`config.mk`:
```
export PLATFORM = sky130hd
export DESIGN_NAME = fmc_transmitter_flat
export DESIGN_NICKNAME = d
export VERILOG_FILES = /design/src/rtl/fmc_transmitter_pkg.sv /design/src/rtl/fmc_transmitter_if.sv /design/src/rtl/fmc_transmitter_packer.sv /design/src/rtl/fmc_transmitter.sv /design/src/flat_wrapper.sv
export SDC_FILE = /design/constraint.sdc
export NUM_CORES = 1
export LEC_CHECK = 0
export ABC_AREA = 1
export ABC_CLOCK_PERIOD_IN_PS = 2200
export CORE_MARGIN = 1.5
export CORE_UTILIZATION = 29
export DETAILED_ROUTE_END_ITERATION = 12
export MAX_ROUTING_LAYER = met4
export SETUP_SLACK_MARGIN = 0.3
export SYNTH_ARGS = -nofsm -noshare
export SYNTH_HDL_FRONTEND = slang
export SYNTH_SLANG_ARGS = --single-unit
```
`constraint.sdc`:
```
create_clock -name i_cam_clk -period 2.2 [get_ports i_cam_clk]
set_input_delay 0.44 -clock i_cam_clk [delete_from_list [all_inputs] [get_ports i_cam_clk]]
set_output_delay 0.44 -clock i_cam_clk [all_outputs]
set_load 0.05 [all_outputs]
```
`src/rtl/fmc_transmitter_pkg.sv`:
```
// fmc_transmitter_pkg: shared image geometry, link group layout and transmitter state encoding
package fmc_transmitter_pkg;
    localparam int COORD_WIDTH   = 12;
    localparam int IMAGE_WIDTH   = 640;
    localparam int IMAGE_HEIGHT  = 480;
    localparam int CAM_GROUP_W   = 24;
    localparam int PIX_PER_GROUP = 3;
    typedef enum logic [2:0] {
        TX_IDLE   = 3'd0,
        TX_SETUP  = 3'd1,
        TX_ACTIVE = 3'd2,
        TX_LBLANK = 3'd3,
        TX_FBLANK = 3'd4
    } tx_state_t;
endpackage

```
`src/rtl/fmc_transmitter_if.sv`:
```
// fmc_transmitter_if: pixel handshake, frame control and FMC camera link bundle
interface fmc_transmitter_if;
    import fmc_transmitter_pkg::*;
    logic                   i_frame_start;
    logic                   i_pix_valid;
    logic [7:0]             i_pix_data;
    logic                   o_pix_ready;
    logic [CAM_GROUP_W-1:0] o_cam_data;
    logic                   o_cam_fval;
    logic                   o_cam_lval;
    logic                   o_cam_dval;
    logic                   o_busy;
    logic                   o_frame_done;
    modport master (
        input  i_frame_start, i_pix_valid, i_pix_data,
        output o_pix_ready, o_cam_data, o_cam_fval, o_cam_lval, o_cam_dval, o_busy, o_frame_done
    );
    modport slave (
        output i_frame_start, i_pix_valid, i_pix_data,
        input  o_pix_ready, o_cam_data, o_cam_fval, o_cam_lval, o_cam_dval, o_busy, o_frame_done
    );
endinterface

```
`src/rtl/fmc_transmitter_packer.sv`:
```
// fmc_pixel_packer: collects pixels into three-lane groups, P0 in the low byte, closing early on the line's last pixel
module fmc_pixel_packer
    import fmc_transmitter_pkg::*;
(
    input  logic                   i_cam_clk,
    input  logic                   i_rst_n,
    input  logic                   i_wr,
    input  logic                   i_last,
    input  logic [7:0]             i_pix,
    output logic [CAM_GROUP_W-1:0] o_group,
    output logic                   o_valid
);
    logic [CAM_GROUP_W-1:0] acc;
    logic [CAM_GROUP_W-1:0] merged;
    logic [1:0]             lane;
    logic                   close;

    assign merged = acc | (CAM_GROUP_W'(i_pix) << {lane, 3'b000});
    assign close  = i_wr && (lane == 2'(PIX_PER_GROUP - 1) || i_last);

    // accumulator lanes stay zero until written, so a short final group pads with 0
    always_ff @(posedge i_cam_clk or negedge i_rst_n) begin
        if (!i_rst_n) begin
            acc     <= '0;
            lane    <= '0;
            o_group <= '0;
            o_valid <= 1'b0;
        end else begin
            o_valid <= close;
            if (close) begin
                o_group <= merged;
                acc     <= '0;
                lane    <= '0;
            end else if (i_wr) begin
                acc  <= merged;
                lane <= lane + 1'b1;
            end
        end
    end
endmodule

```
`src/rtl/fmc_transmitter.sv`:
```
// fmc_transmitter: camera-side FMC link source with setup, line-blank and frame-blank framing
module fmc_transmitter
    import fmc_transmitter_pkg::*;
#(
    parameter int H_RES    = IMAGE_WIDTH,
    parameter int V_RES    = IMAGE_HEIGHT,
    parameter int FV_SETUP = 4,
    parameter int H_BLANK  = 16,
    parameter int V_BLANK  = 32
) (
    input  logic              i_cam_clk,
    input  logic              i_rst_n,
    fmc_transmitter_if.master bus
);
    localparam int CNT_MAX = (FV_SETUP > H_BLANK) ? ((FV_SETUP > V_BLANK) ? FV_SETUP : V_BLANK)
                                                  : ((H_BLANK > V_BLANK) ? H_BLANK : V_BLANK);
    localparam int CNT_W = $clog2(CNT_MAX + 1);
    localparam logic [2:0] S_IDLE   = 3'(TX_IDLE);
    localparam logic [2:0] S_SETUP  = 3'(TX_SETUP);
    localparam logic [2:0] S_ACTIVE = 3'(TX_ACTIVE);
    localparam logic [2:0] S_LBLANK = 3'(TX_LBLANK);
    localparam logic [2:0] S_FBLANK = 3'(TX_FBLANK);
    localparam logic [COORD_WIDTH-1:0] X_END  = COORD_WIDTH'(H_RES);
    localparam logic [COORD_WIDTH-1:0] X_LAST = COORD_WIDTH'(H_RES - 1);
    localparam logic [COORD_WIDTH-1:0] Y_END  = COORD_WIDTH'(V_RES);
    localparam logic [CNT_W-1:0] SU_END = CNT_W'(FV_SETUP - 1);
    localparam logic [CNT_W-1:0] HB_END = CNT_W'(H_BLANK - 1);
    localparam logic [CNT_W-1:0] VB_END = CNT_W'(V_BLANK - 1);

    logic [2:0]             state, state_n;
    logic [COORD_WIDTH-1:0] x, x_n, y, y_n;
    logic [CNT_W-1:0]       cnt, cnt_n;
    logic                   ready, fval, lval, busy, done, accept;

    assign accept = bus.i_pix_valid & ready;

    always_comb begin
        state_n = state;
        x_n     = x;
        y_n     = y;
        cnt_n   = cnt;
        case (state)
            S_IDLE: if (bus.i_frame_start) begin
                state_n = S_SETUP;
                x_n     = '0;
                y_n     = '0;
                cnt_n   = '0;
            end
            S_SETUP: begin
                cnt_n   = (cnt == SU_END) ? '0 : cnt + 1'b1;
                state_n = (cnt == SU_END) ? S_ACTIVE : S_SETUP;
            end
            // the cycle presenting the final group still belongs to ACTIVE
            S_ACTIVE: begin
                x_n     = x + COORD_WIDTH'(accept);
                state_n = (x == X_END) ? S_LBLANK : S_ACTIVE;
            end
            S_LBLANK: if (cnt == HB_END) begin
                cnt_n   = '0;
                x_n     = '0;
                y_n     = y + 1'b1;
                state_n = (y + 1'b1 < Y_END) ? S_ACTIVE : S_FBLANK;
            end else begin
                cnt_n = cnt + 1'b1;
            end
            S_FBLANK: begin
                cnt_n   = (cnt == VB_END) ? '0 : cnt + 1'b1;
                state_n = (cnt == VB_END) ? S_IDLE : S_FBLANK;
            end
            default: state_n = S_IDLE;
        endcase
    end

    always_ff @(posedge i_cam_clk or negedge i_rst_n) begin
        if (!i_rst_n) begin
            state <= S_IDLE;
            x     <= '0;
            y     <= '0;
            cnt   <= '0;
            ready <= 1'b0;
            fval  <= 1'b0;
            lval  <= 1'b0;
            busy  <= 1'b0;
            done  <= 1'b0;
        end else begin
            state <= state_n;
            x     <= x_n;
            y     <= y_n;
            cnt   <= cnt_n;
            ready <= state_n == S_ACTIVE && x_n < X_END;
            fval  <= state_n == S_SETUP || state_n == S_ACTIVE || state_n == S_LBLANK;
            lval  <= state_n == S_ACTIVE;
            busy  <= state_n != S_IDLE;
            done  <= state == S_LBLANK && state_n == S_FBLANK;
        end
    end

    fmc_pixel_packer u_packer (
        .i_cam_clk (i_cam_clk),
        .i_rst_n   (i_rst_n),
        .i_wr      (accept),
        .i_last    (x == X_LAST),
        .i_pix     (bus.i_pix_data),
        .o_group   (bus.o_cam_data),
        .o_valid   (bus.o_cam_dval)
    );

    assign bus.o_pix_ready  = ready;
    assign bus.o_cam_fval   = fval;
    assign bus.o_cam_lval   = lval;
    assign bus.o_busy       = busy;
    assign bus.o_frame_done = done;
endmodule
```
`src/flat_wrapper.sv`:
```
// flat-port wrapper written by rule: the top's interface ports become plain ports
module fmc_transmitter_flat import fmc_transmitter_pkg::*;
#(
    parameter int H_RES    = IMAGE_WIDTH,
    parameter int V_RES    = IMAGE_HEIGHT,
    parameter int FV_SETUP = 4,
    parameter int H_BLANK  = 16,
    parameter int V_BLANK  = 32
)
  (i_cam_clk, i_rst_n, bus_i_frame_start, bus_i_pix_valid, bus_i_pix_data, bus_o_pix_ready, bus_o_cam_data, bus_o_cam_fval, bus_o_cam_lval, bus_o_cam_dval, bus_o_busy, bus_o_frame_done);
  fmc_transmitter_if bus_i ();
  input  logic i_cam_clk;
  input  logic i_rst_n;
  input wire logic [$bits(bus_i.i_frame_start)-1:0] bus_i_frame_start;
  input wire logic [$bits(bus_i.i_pix_valid)-1:0] bus_i_pix_valid;
  input wire logic [$bits(bus_i.i_pix_data)-1:0] bus_i_pix_data;
  output wire logic [$bits(bus_i.o_pix_ready)-1:0] bus_o_pix_ready;
  output wire logic [$bits(bus_i.o_cam_data)-1:0] bus_o_cam_data;
  output wire logic [$bits(bus_i.o_cam_fval)-1:0] bus_o_cam_fval;
  output wire logic [$bits(bus_i.o_cam_lval)-1:0] bus_o_cam_lval;
  output wire logic [$bits(bus_i.o_cam_dval)-1:0] bus_o_cam_dval;
  output wire logic [$bits(bus_i.o_busy)-1:0] bus_o_busy;
  output wire logic [$bits(bus_i.o_frame_done)-1:0] bus_o_frame_done;
  assign bus_i.i_frame_start = bus_i_frame_start;
  assign bus_i.i_pix_valid = bus_i_pix_valid;
  assign bus_i.i_pix_data = bus_i_pix_data;
  assign bus_o_pix_ready = bus_i.o_pix_ready;
  assign bus_o_cam_data = bus_i.o_cam_data;
  assign bus_o_cam_fval = bus_i.o_cam_fval;
  assign bus_o_cam_lval = bus_i.o_cam_lval;
  assign bus_o_cam_dval = bus_i.o_cam_dval;
  assign bus_o_busy = bus_i.o_busy;
  assign bus_o_frame_done = bus_i.o_frame_done;
  fmc_transmitter #(.H_RES(H_RES), .V_RES(V_RES), .FV_SETUP(FV_SETUP), .H_BLANK(H_BLANK), .V_BLANK(V_BLANK)) u_core (.i_cam_clk(i_cam_clk), .i_rst_n(i_rst_n), .bus(bus_i));
endmodule
```
==> results of run 1 <==
==> metrics by stage <==
stage          setup slack [ns]  power [mW]   util  hold slack [ns]
3_3_place_gp            0.00288        1.75  0.345            0.427
4_1_cts                   0.314        3.25  0.363           0.0576
6_report                  0.463        3.20  0.365           0.0475
3_5_place_dp            -0.0604        1.75  0.345            0.426
5_1_grt                   0.281        3.34  0.365           0.0856
2_1_floorplan             0.314        1.68      -            0.144
==> metal layers <==
| metal | track usage | vias up | wire (um) |
|---|---|---|---|
| li1 | - | 1808 | - |
| met1 | 0.167 | 1737 | 4680 |
| met2 | 0.218 | 76 | 4740 |
| met3 | 0.0304 | 17 | 364 |
| met4 | 0.0455 | 0 | 166 |
| met5 | - | - | 0 |
==> worst reg2reg max path: cells and delay by family, from the launching register on <==
| family | cells | cell delay [ns] |
|---|---|---|
| buffers and inverters | 1 | 0.05 |
| adders and majority gates | 1 | 0.24 |
| DFF | 1 | 0.41 |
| and+or+nand+nor | 7 | 0.95 |
==> logic make-up after synthesis <==
family | count (synthesis) | synth area share
AOI/OAI and AO/OA | 96 | 0.124
and+or+nand+nor | 256 | 0.267
xor gates and xnor gates | 3 | 0.00607
buffers and inverters | 77 | 0.0743
DFF | 89 | 0.514
adders and majority gates | 5 | 0.0145
==> Yosys cell counts <==
master | count | area [um^2]
o21ai_0 | 28 | 140
and3_1 | 1 | 6.26
xor2_1 | 3 | 26.3
o21ai_2 | 7 | 61.3
nor3b_1 | 1 | 7.51
nand2_2 | 7 | 43.8
o211ai_1 | 1 | 7.51
buf_2 | 8 | 40.0
nand3_1 | 23 | 115
a22oi_1 | 1 | 7.51
a31oi_1 | 9 | 56.3
a32o_1 | 1 | 10.0
nand2_1 | 121 | 454
buf_1 | 1 | 3.75
dfrtp_1 | 89 | 2230
o21ai_1 | 3 | 15.0
nand3_2 | 3 | 30.0
nor3_1 | 24 | 120
nor4_1 | 1 | 6.26
o22ai_1 | 6 | 37.5
buf_6 | 2 | 22.5
nor2_4 | 4 | 45.0
nand4_1 | 4 | 25.0
nand3_4 | 1 | 17.5
inv_2 | 6 | 22.5
inv_1 | 54 | 203
a21oi_1 | 40 | 200
nor2_2 | 6 | 37.5
clkbuf_1 | 2 | 7.51
nand3b_1 | 1 | 7.51
ha_1 | 5 | 62.6
nor2_1 | 56 | 210
buf_4 | 2 | 15.0
nor3_2 | 3 | 30.0
clkinv_1 | 2 | 7.51
==> report_power, final <==
part	internal, mW	switching (mW)	total (mW)	leakage, nW
sequential	1.64	0	1.64	1.13
clock	0.809	0.681	1.49	0.140
combinational	0.0248	0.0530	0.0778	1.43
total	2.47	0.734	3.20	2.70
==> final timing paths <==
path	to	from	slack [ns]	cells past startpoint
hold / removal	u_core.u_packer.o_group[12]$_DFFE_PN0P_	i_rst_n	0.05	1
hold reg to reg	u_core.u_packer.o_group[19]$_DFFE_PN0P_	u_core.u_packer.o_group[19]$_DFFE_PN0P_	0.47	2
max in group asynchronous	u_core.state[1]$_DFF_PN0_	i_rst_n	1.53	2
setup reg to reg	u_core.y[2]$_DFFE_PN0P_	u_core.cnt[0]$_DFFE_PN0P_	0.46	9
setup / recovery	u_core.y[2]$_DFFE_PN0P_	u_core.cnt[0]$_DFFE_PN0P_	0.46	9
min in group i_cam_clk	u_core.u_packer.o_group[19]$_DFFE_PN0P_	u_core.u_packer.o_group[19]$_DFFE_PN0P_	0.47	2
==> state kept, by name, summed over array words and instances, names as in the netlist <==
signal                   count
u_core.cnt                   6
u_core.u_packer.o_group     24
u_core.state                 3
u_core.u_packer.acc         24
u_core.u_packer.lane         2
u_core.bus.o_frame_done      1
u_core.bus.o_pix_ready       1
u_core.bus.o_cam_fval        1
u_core.u_packer.o_valid      1
u_core.bus.o_busy            1
u_core.x                    12
u_core.bus.o_cam_lval        1
u_core.y                    12
==> cell type report <==
class / instances / area share
Sequential cell: 89 / 0.420
Multi-Input combinational cell: 360 / 0.348
Timing Repair Buffer: 53 / 0.0896
Clock buffer: 10 / 0.0451
Inverter: 62 / 0.0448
Tap cell: 184 / 0.0434
Clock inverter: 6 / 0.00896
==> what timing repair did <==
action,in CTS,in global routing
gates resized for setup,31,9
hold endpoints to repair,0,0
setup endpoints to repair,31,24
setup buffers,0,1
pin swaps,0,1
==> results.md, run 1 <==
* outcome: completed
* transition time at the pin with the least slew margin: 0.634 ns
* H-tree depth: 3
* sequential fraction of the synthesis area: 0.514
* aggregate global routing overflow: 0
* area used by sequential logic in the layout: 2230 um^2
* DRC violation total after the first TritonRoute iteration: 334
* min cycle time layout: 1.74 ns
* wire length reported by the detailed router: 9940 um
* clock latency reported for the late side of the worst-skew pair: 0.34 ns
* top cell family by delay on the critical path: simple AND/OR/NAND/NOR gates
* final standard cell count with taps included and fillers excluded: 764
* most common cell after layout, fill and taps aside: nand2_1
* share of final-layout standard cells stronger than drive strength 1: 0.140
* Slew Viols, Final: 0
* Mapped Cells: 526
* class of the most critical setup path: reg2reg
* Syn. warnings: 0
* antenna violation net count after detailed routing: 0
* clk sink count: 89
* Final HPWL DP: 7070 um
* post-CTS clock slew at the launch and capture registers of the worst setup and hold paths: 0.07 ns
* Relative slew margins: 0.577
* vias in the first global route: 3502
* total routing resource utilization after global routing: 0.135
* Worst setup SP type: flop
* final cycle utilization of the critical path: 0.790
* number of hold violations in the final report: 0
* worst min path class: in2async
* Worst Setup End Kind: flop
* total power divided by cell area: 604 nW/um^2
* number of cells in the design after placement: 747
* initial antenna violation count: 0
* initial cell density of the core: 0.298
* CP bufs+invs: 1
* Max Clock Freq: 0.576 GHz
* number of nets at the end of the flow: 592
* Area growth syn-to-layout: 22.5%
* maximum root-to-sink buffer count: 2
* height of the die: 125 um
* total via count in the routed design: 3638
* slowest library cell on the worst path: dfrtp_1
* number of buffers inserted by hold repair at cts: 0
* total inserted antenna cells: 0
* static power due to leakage: 2.70 nW
* cell mode on critical path: nand2_2
* total of fill cells in the finished design: 1482
* Post-route DRC: 0
* dpl cell area: 5010 um^2
* average wire per standard cell: 13.0 um
* critical path, cell by cell: ha_1 > nand2_1 > nor2_4 > nand2_2 > inv_1 > nand2_2 > nand2_2 > and3_1 > nor3_1
* worst path arrival time: 2.00 ns
* worst vdd rail ir drop: 0.380 mV
* RSZ-0062 raised after global routing: no
* number of clock buffers inserted by TritonCTS: 9
* Sum Neg Setup Slack: 0 ns
* count of standard-cell rows: 44
* largest net degree at the start of global routing: 40
* Core Box Area: 14500 um^2
* per-instance average area after synthesis: 8.23 um^2
* number of storage elements in the synthesis netlist: 89
* maximum fanout encountered on the critical timing path: 13
* Worst path max stage delay: 0.41 ns
* TritonCTS clock tree: built
* Placer Congestion: 0.885
* global-route wire length before repair: 16800 um
* worst clock skew: 0.00800 ns
* total of buffers placed on input and output ports: 41
* post-route design area: 5300 um^2
* commonest cells after routing, fill and taps aside: nand2_1 (118), dfrtp_1 (87), nor2_1 (54)
* Cell variety after synth: 35
* Syn Std Cell Area: 4330 um^2
* final setup violating endpoints: 0
* Crit path required time: 2.46 ns
* Max Cap Viol: 0
* I/O pins: 42
* Detailed Routing Iterations Pass 1: 5
* multi-input logic area: 1840 um^2
* die outline width: 125 um
* number of nets produced by synthesis: 543
* die area: 15700 um^2
* Clock Tree Root: clkbuf_16
* via density per instance: 4.76
(Power assumes the default switching activity.)
==> run 2, diff against run 1 <==
ABC_CLOCK_PERIOD_IN_PS = 1680   (was 2200)
clock period = 1.68 ns   (was 2.2 ns; I/O delays follow)
==> run 2 against run 1 <==
- the flow now finishes with violations (setup timing)
- wire length rose by 22%
- via count rose by 12%
- total power increased by 33%
- cell count up 9.3%
- sequential power grew 30%
- critical path depth increased by 2
- largest cell class is now multi-input gates
==> results.md, run 2 (synthesized netlist as in run 1, its figures left out) <==
* die outline width: 125 um, unchanged
* RSZ-0062 raised after global routing: yes, was no
* vias in the first global route: 3870, was 3502
* final core utilization: 0.460, was 0.365
* maximum fanout encountered on the critical timing path: 5, was 13
* Crit path required time: 1.92 ns, was 2.46 ns
* violations in the final reports: setup timing
* total power divided by cell area: 637 nW/um^2, was 604 nW/um^2
* Slew Viols, Final: 0, unchanged
* final cycle utilization of the critical path: 1.01, was 0.790
* class of the most critical setup path: reg2reg, unchanged
* share of final-layout standard cells stronger than drive strength 1: 0.455, was 0.140
* post-CTS clock slew at the launch and capture registers of the worst setup and hold paths: 0.07 ns, about the same
* Placer Congestion: 0.845, was 0.885
* Worst setup SP type: flop, unchanged
* setup slack after placement: -0.427 ns, was -0.0604 ns
* aggregate global routing overflow: 0, unchanged
* Max Cap Viol: 0, unchanged
* Area growth syn-to-layout: 54.6%, was 22.5%
* worst hold slack: 0.480 ns, was 0.0475 ns
* via density per instance: 4.89, was 4.76
* count of standard-cell rows: 44, unchanged
* height of the die: 125 um, unchanged
* largest net degree at the start of global routing: 33, was 40
* static power due to leakage: 3.09 nW, was 2.70 nW
* maximum root-to-sink buffer count: 2, unchanged
* number of clock buffers inserted by TritonCTS: 9, unchanged
* min setup slack post-route: -0.0241 ns, was 0.463 ns
* die area: 15700 um^2, unchanged
* Regs by FF count: u_core.u_packer.acc x24, u_core.u_packer.o_group x24, unchanged
* initial antenna violation count: 0, unchanged
* total routing resource utilization after global routing: 0.147, was 0.135
* Core Box Area: 14500 um^2, unchanged
* total inserted antenna cells: 0, unchanged
* worst clock skew: 0.0121 ns, was 0.00800 ns
* Detailed Routing Iterations Pass 1: 4, was 5
* worst min path class: in2async, unchanged
* outcome: finished, violations left, was completed
* worst path arrival time: 1.94 ns, was 2.00 ns
* TritonCTS clock tree: built, unchanged
* wire length reported by the detailed router: 12100 um, was 9940 um
* initial cell density of the core: 0.298, unchanged
* total of fill cells in the finished design: 1359, was 1482
* global-route wire length before repair: 18100 um, was 16800 um
* worst vdd rail ir drop: 0.586 mV, was 0.380 mV
* H-tree depth: 3, unchanged
* Sum Neg Setup Slack: -0.155 ns, was 0 ns
* number of hold violations in the final report: 0, unchanged
* clk sink count: 89, unchanged
* average wire per standard cell: 14.5 um, was 13.0 um
* number of nets at the end of the flow: 664, was 592
* number of cells in the design after placement: 779, was 747
* slowest library cell on the worst path: dfrtp_1, unchanged
* clock latency reported for the late side of the worst-skew pair: 0.35 ns, was 0.34 ns
* min cycle time layout: 1.70 ns, was 1.74 ns
* antenna violation net count after detailed routing: 0, unchanged
* final setup violating endpoints: 17, was 0
* total of buffers placed on input and output ports: 41, unchanged
* commonest cells after routing, fill and taps aside: nand2_1 (84), dfrtp_1 (84), buf_4 (80), was nand2_1 (118), dfrtp_1 (87), nor2_1 (54)
* Final HPWL DP: 7290 um, was 7070 um
* critical path, cell by cell: inv_2 > nand4_1 > inv_1 > nand3_2 > nand2_2 > inv_2 > nor2_4 > buf_12 > buf_12 > buf_6 > nor2_2, was ha_1 > nand2_1 > nor2_4 > nand2_2 > inv_1 > nand2_2 > nand2_2 > and3_1 > nor3_1
* transition time at the pin with the least slew margin: 0.482 ns, was 0.634 ns
* total via count in the routed design: 4085, was 3638
* Worst Setup End Kind: flop, unchanged
* Worst path max stage delay: 0.40 ns, was 0.41 ns
* DRC violation total after the first TritonRoute iteration: 213, was 334
* Relative slew margins: 0.678, was 0.577
* final standard cell count with taps included and fillers excluded: 835, was 764
* I/O pins: 42, unchanged
* Clock Tree Root: clkbuf_16, unchanged
* Max Clock Freq: 0.587 GHz, was 0.576 GHz
* Post-route DRC: 0, unchanged
run 2: changes by cell type in the layout (fill, tap and decap cells not counted), moves of 11 or more:
cell	change
nand2_1	-34
buf_6	+19
o21ai_2	+15
buf_4	+68
nand2_4	+13
nor2_4	+19
inv_1	-11
dlygate4sd2_1	-29
o21ai_0	-24
nand2_2	+19
nor2_1	-29
run 2: routing by layer:
layer  up-vias  GRT usage  share of wire
met5         -          -              0
met4         0     0.0461          0.023
met3        24     0.0351          0.034
met2        91      0.258           0.54
met1      2007      0.166           0.41
li1       1963          -              -
run 2: cell type report:
class | count | area, um^2 | area share
Clock buffer | 10 | 229 | 0.0342
Multi-Input combinational cell | 360 | 2430 | 0.363
Timing Repair Buffer | 123 | 1210 | 0.181
Sequential cell | 89 | 2230 | 0.334
Timing Repair inverter | 2 | 27.5 | 0.00411
Inverter | 62 | 278 | 0.0415
Clock inverter | 5 | 56.3 | 0.00841
Tap cell | 184 | 230 | 0.0344
run 2: where the power goes:
group | switching, mW | internal, mW
sequential | 0 | 2.14
combinational | 0.0740 | 0.0383
clock | 0.867 | 1.15
total | 0.941 | 3.33
run 2: final timing paths:
check,depth (start not counted),slack [ns],from,to
worst max-delay path,11,-0.02,u_core.x[11]$_DFF_PN0_,u_core.u_packer.acc[1]$_DFFE_PN0P_
min in group i_cam_clk,2,0.48,u_core.u_packer.o_group[6]$_DFFE_PN0P_,u_core.u_packer.o_group[6]$_DFFE_PN0P_
worst min-delay path,2,0.48,i_rst_n,u_core.u_packer.o_group[15]$_DFFE_PN0P_
worst min register to register,2,0.48,u_core.u_packer.o_group[6]$_DFFE_PN0P_,u_core.u_packer.o_group[6]$_DFFE_PN0P_
worst max register to register,11,-0.02,u_core.x[11]$_DFF_PN0_,u_core.u_packer.acc[1]$_DFFE_PN0P_
max in group asynchronous,3,0.63,i_rst_n,u_core.u_packer.o_group[7]$_DFFE_PN0P_
run 2: per-stage QoR:
step           total power, mW  instance area, um^2
2_1_floorplan             2.20                 4420
4_1_cts                   4.31                 5920
3_3_place_gp              2.29                 5230
5_1_grt                   4.41                 6690
6_report                  4.27                 6690
3_5_place_dp              2.29                 5230
run 2: worst max-delay path: cells and delay by family (launching register included):
| family | cells | cell delay [ns] |
|---|---|---|
| flip-flops | 1 | 0.40 |
| buffers and inverters | 6 | 0.70 |
| AND/OR/NAND/NOR | 5 | 0.48 |
run 2: timing repair:
item                                    CTS  global route
hold buffers                              1             0
resized for setup                        55           169
cloned                                    3             6
pin swaps                                20            60
endpoints found under the hold margin    29             0
endpoints found under the setup margin   85            87
setup buffers                            14            17
